$ cat src/rtl/mul_unit.sv
// Sequential shift-add multiplier (MULT/MULTU) for the EX stage.
// One partial-product iteration per clock; WIDTH iterations per multiply.
// Signed operands are reduced to magnitudes on accept, and the sign is
// reapplied to the final accumulator when the result is written.
module mul_unit #(
  parameter int WIDTH = 32
) (
  input  logic             clk,
  input  logic             rst_n,
  input  logic             start,
  input  logic             signed_op,
  input  logic [WIDTH-1:0] op_a,
  input  logic [WIDTH-1:0] op_b,
  output logic             busy,
  output logic             done,
  output logic [WIDTH-1:0] hi,
  output logic [WIDTH-1:0] lo
);

  localparam int CW = $clog2(WIDTH);

  typedef enum logic [1:0] {
    IDLE,
    RUN,
    DONE
  } state_t;

  state_t             state, state_next;
  logic [WIDTH-1:0]   mcand, mplier;
  logic [2*WIDTH-1:0] acc, acc_step, acc_final;
  logic [WIDTH:0]     sum;
  logic [CW-1:0]      cnt;
  logic               neg;
  logic               accept, last;
  logic [WIDTH-1:0]   mag_a, mag_b;

  // Accept decode, operand magnitudes and one shift-add step
  always_comb begin
    accept = start && (state == IDLE || state == DONE);
    last   = (cnt == CW'(WIDTH - 1));
    mag_a  = (signed_op && op_a[WIDTH-1]) ? ('0 - op_a) : op_a;
    mag_b  = (signed_op && op_b[WIDTH-1]) ? ('0 - op_b) : op_b;
    // Carry out of the upper-half add is kept and shifted back into acc
    sum       = {1'b0, acc[2*WIDTH-1:WIDTH]} + {1'b0, (mplier[0] ? mcand : '0)};
    acc_step  = {sum, acc[WIDTH-1:1]};
    acc_final = neg ? ('0 - acc_step) : acc_step;
  end

  // Next-state logic
  always_comb begin
    state_next = state;
    case (state)
      IDLE:    if (start) state_next = RUN;
      RUN:     if (last) state_next = DONE;
      DONE:    state_next = start ? RUN : IDLE;
      default: state_next = IDLE;
    endcase
  end

  // State register
  always_ff @(posedge clk or negedge rst_n) begin
    if (!rst_n) state <= IDLE;
    else        state <= state_next;
  end

  // Datapath: operand capture, iteration and result write
  always_ff @(posedge clk or negedge rst_n) begin
    if (!rst_n) begin
      mcand  <= '0;
      mplier <= '0;
      acc    <= '0;
      cnt    <= '0;
      neg    <= 1'b0;
      hi     <= '0;
      lo     <= '0;
    end else if (accept) begin
      mcand  <= mag_a;
      mplier <= mag_b;
      neg    <= signed_op & (op_a[WIDTH-1] ^ op_b[WIDTH-1]);
      acc    <= '0;
      cnt    <= '0;
    end else if (state == RUN) begin
      acc    <= acc_step;
      mplier <= mplier >> 1;
      cnt    <= cnt + CW'(1);
      if (last) begin
        hi <= acc_final[2*WIDTH-1:WIDTH];
        lo <= acc_final[WIDTH-1:0];
      end
    end
  end

  assign busy = (state == RUN);
  assign done = (state == DONE);

endmodule
$ cat config.mk
export PLATFORM = sky130hd
export DESIGN_NAME = mul_unit
export DESIGN_NICKNAME = d
export VERILOG_FILES = /design/src/rtl/mul_unit.sv
export SDC_FILE = /design/constraint.sdc
export NUM_CORES = 1
export LEC_CHECK = 0
export ABC_AREA = 0
export BUFFER_PORTS_ARGS = -buffer_cell sky130_fd_sc_hd__buf_2
export CORE_ASPECT_RATIO = 1.4
export CORE_UTILIZATION = 54
export CTS_CLUSTER_SIZE = 40
export DETAILED_ROUTE_END_ITERATION = 7
export GPL_TIMING_DRIVEN = 0
export PLACE_DENSITY = 0.86
export SLEW_MARGIN = 30
export SYNTH_ARGS = -nofsm -noshare
export SYNTH_HDL_FRONTEND = slang
export SYNTH_SLANG_ARGS = --single-unit
$ cat constraint.sdc
create_clock -name clk -period 3.8 [get_ports clk]
set_input_delay 0.76 -clock clk [delete_from_list [all_inputs] [get_ports clk]]
set_output_delay 0.76 -clock clk [all_outputs]
set_load 0.02 [all_outputs]
==> qor.txt <==
Status: finished, violations left
Via count: 11,110
Reg clk slew, reported paths: 0.08 ns
Post-route setup slack: -0.2669 ns
Syn_nets: 1,455
Worst setup EP type: flip-flop
Remaining DRCs: 0
Period minus WS final: 4.067 ns
Ys Warns: 0
DR vias/cell: 6.085
Vias in the first global route: 10,860
Total Wirelength: 33.29 mm
Final Non-Filler Cells: 1,825
Worst reg2reg path endpoint: hi[31]
Area fraction of the dominant cell type after synthesis: 0.4115
Post-synthesis sequential area ratio: 0.4115
Unrepaired setup endpoints after global routing: yes
Chip Width: 128.5 um
CP startpoint: mplier[0]
Slew Limit Fails: 0
Cell Area, Synth: 12,100 um^2
Startpoint types: flip-flop
Starting Density: 0.5515
DR WL/cell: 18.24 um
Slew margin rel.: 0.4296
Clock buffer depth: 2
EDFF count, synth: 0
Worst-Margin Slew: 0.8525 ns
DIE AREA: 23,020 um^2
Async S/R FF share, synth: 1.000
Fmax: 245.9 MHz
Synth Instances: 1,349
Max-Cap Viols: 0
Placed Instances: 1,781
CTS tree: yes
Worst EP arrival: 4.40 ns
DR pass1 iterations: 5
ANT nets after route: 0
First-pass GRT wire length: 52.52 mm
Layout Skew: 0.009556 ns
Synthesized flop and latch total: 199
Sw Ratio: 0.4728
ANT cells: 0
Net load switching power: 6.437 mW
Core Box Area: 21,940 um^2
GRT overflow: 0
CP Class: reg -> reg
Reg2reg setup slack: -0.27 ns
Initial antenna violation count: 0
Syn avg cell area: 8.970 um^2
Final count of negative-setup-slack endpoints: 11
IO Pins: 134
R2R depth: 15
Period utilization: 1.070
Final Hold Viols: 0
WP data required: 4.13 ns
Internal: 7.177 mW
LEAKAGE: 6.310 nW
GPL Wtd Cong: 0.9144
Placed Area: 13,220 um^2
Layout area overhead: 20.13%
Port buffer count: 133
Hold buffers post-CTS: 0
Skew-Pair Late Insertion Delay: 0.45 ns
Clk pwr share: 0.138
Pwr dens: 936.6 nW/um^2
VDD IR-drop max: 0.4983 mV
Failing checks: negative setup slack
DIE HEIGHT: 179.1 um
Hold crit path type: in -> async
Largest net degree at the start of global routing: 94
Clock root buffer: clkbuf_16
Final-stage net count: 1,621
Total Routing Usage GR: 0.2932
Layout cells sized above 1: 0.2042
Area leader, netlist: dfrtp_1
Clock Sinks: 199
DP HPWL: 24.27 mm
Seq pwr share: 0.274
TritonCTS Buffers: 17
1st-iter DRT viols: 773
Critical Path Sink: hi[31]
CP Max Fanout: 6
Ys flop type: dfrtp_1
Final instance area: 14,540 um^2
Distinct cells, synth: 69
Depth of the CTS H-tree: 4
Synth top area cells: dfrtp_1 (41%), o21ai_0 (7.4%), xor2_1 (6.7%), nand2_1 (5.7%), a22o_1 (4.1%)
Total Power: 13.61 mW
R2r startpoint: mplier[0]
Comb pwr share: 0.588
Row cnt: 64
## cells by family (layout without fill, tap and decap cells)
group | after synthesis | after routing | share of synthesized area
XOR/XNOR | 145 | 145 | 0.1050
flip-flops | 199 | 199 | 0.4115
adder cells (fa/ha/maj) | 38 | 38 | 0.03991
AO/OA/AOI/OAI | 454 | 454 | 0.2426
buffers and inverters | 101 | 280 | 0.03195
AND/OR/NAND/NOR | 406 | 406 | 0.1638
multiplexers | 6 | 6 | 0.005273
## power by group through the flow
stage / Sequential, mW / Combinational, mW / Clock [mW]
finish: 3.74 / 8.01 / 1.87
global route: 3.83 / 8.65 / 1.96
CTS: 3.70 / 7.45 / 1.87
detailed placement: 3.72 / 6.82 / 0
global placement: 3.67 / 6.58 / 0
floorplan: 3.85 / 4.76 / 0
## registers in the layout, summed over array words and instances (netlist names)
name / flops
hi: 32
state: 2
mplier: 32
neg: 1
cnt: 5
lo: 32
mcand: 32
acc: 63
## final cells by class
class	instances	area, um^2
Tap cell	297	371.6
Inverter	21	78.83
Fill cell	1742	7405
Clock buffer	18	439.2
Timing Repair Buffer	162	940.9
Buffer	65	275.3
Multi-Input combinational cell	1049	7271
Sequential cell	199	4981
Clock inverter	14	178.9
## worst min path at each step
stage / from / endpoint / slack (ns) / cells past startpoint
after floorplan: mcand[31] / mcand[31] / 0.44 / 2
after global placement: mcand[31] / mcand[31] / 0.45 / 2
after detailed placement: mcand[31] / mcand[31] / 0.46 / 2
after CTS: rst_n / mplier[12] / 0.21 / 1
after global routing: rst_n / mplier[13] / 0.21 / 1
final: rst_n / mplier[12] / 0.19 / 1
## per-layer routing
| metal | GRT usage | part of all wire | vias up | wire (um) |
|---|---|---|---|---|
| met2 | 0.5182 | 0.50 | 417 | 16800 |
| met3 | 0.03969 | 0.048 | 112 | 1613 |
| met4 | 0.1740 | 0.051 | 0 | 1714 |
| li1 | - | - | 5229 | - |
| met5 | 0 | 0 | - | 0 |
| met1 | 0.3365 | 0.40 | 5348 | 13160 |
## critical path, cell delays in order, from the launching register on
cell and delay (ns):
dfrtp_2 0.47, buf_8 0.14, and2_4 0.15, ha_4 0.16, fa_2 0.37, a211oi_4 0.30
o211ai_1 0.22, a21o_1 0.28, xnor2_2 0.22, o211ai_1 0.20, nor4_4 0.29, nand4_1 0.21
buf_4 0.20, o41ai_4 0.42, xnor2_2 0.20, o21ai_1 0.11
## Yosys cell counts (21+ instances only)
master    instances
a22o_1           56
clkbuf_1         75
xor2_1           93
a21oi_1          57
xnor2_1          52
o21ai_0         180
o31ai_1          22
and2_1           38
nor2_1           54
a22oi_1          32
inv_1            21
dfrtp_1         199
ha_1             37
nand2_1         185
## repair_timing
action | 4_1_cts | 5_1_grt
resized for setup | 66 | 70
pin swaps | 22 | 29
gates cloned | 1 | 0
setup buffers | 16 | 12
endpoints found under the setup margin | 21 | 20
## layout by cell type (no fill, tap or decap), drive strengths merged, types with 5 or more instances in the layout
| cell | instances |
|---|---|
| or4 | 17 |
| a21oi | 57 |
| or3 | 15 |
| a31oi | 7 |
| inv | 28 |
| dfrtp | 199 |
| o31ai | 23 |
| o21ai | 190 |
| a22oi | 32 |
| xor2 | 93 |
| or2 | 10 |
| ha | 37 |
| o21bai | 5 |
| nand3 | 13 |
| nor4 | 14 |
| buf | 167 |
| a211oi | 17 |
| nand2 | 185 |
| nor2 | 54 |
| a21o | 9 |
| xnor2 | 52 |
| nand4 | 13 |
| and4 | 5 |
| nand2b | 6 |
| and3 | 8 |
| o41ai | 17 |
| clkinv | 5 |
| clkbuf | 78 |
| and2 | 39 |
| a22o | 58 |
| nor3 | 13 |
| o211ai | 9 |
## per-stage QoR
| step | hold slack [ns] | setup TNS [ns] | setup WS (ns) | utilization |
|---|---|---|---|---|
| global route | 0.2115 | -3.147 | -0.4009 | 0.6625 |
| CTS | 0.2080 | -0.7714 | -0.1665 | 0.6492 |
| finish | 0.1945 | -0.9576 | -0.2669 | 0.6625 |
| floorplan | 0.4376 | 0 | 0.01898 | - |
| detailed placement | 0.4592 | -9.177 | -0.9378 | 0.6024 |
| global placement | 0.4538 | -220.38 | -1.088 | 0.5994 |
(Power assumes the default switching activity.)
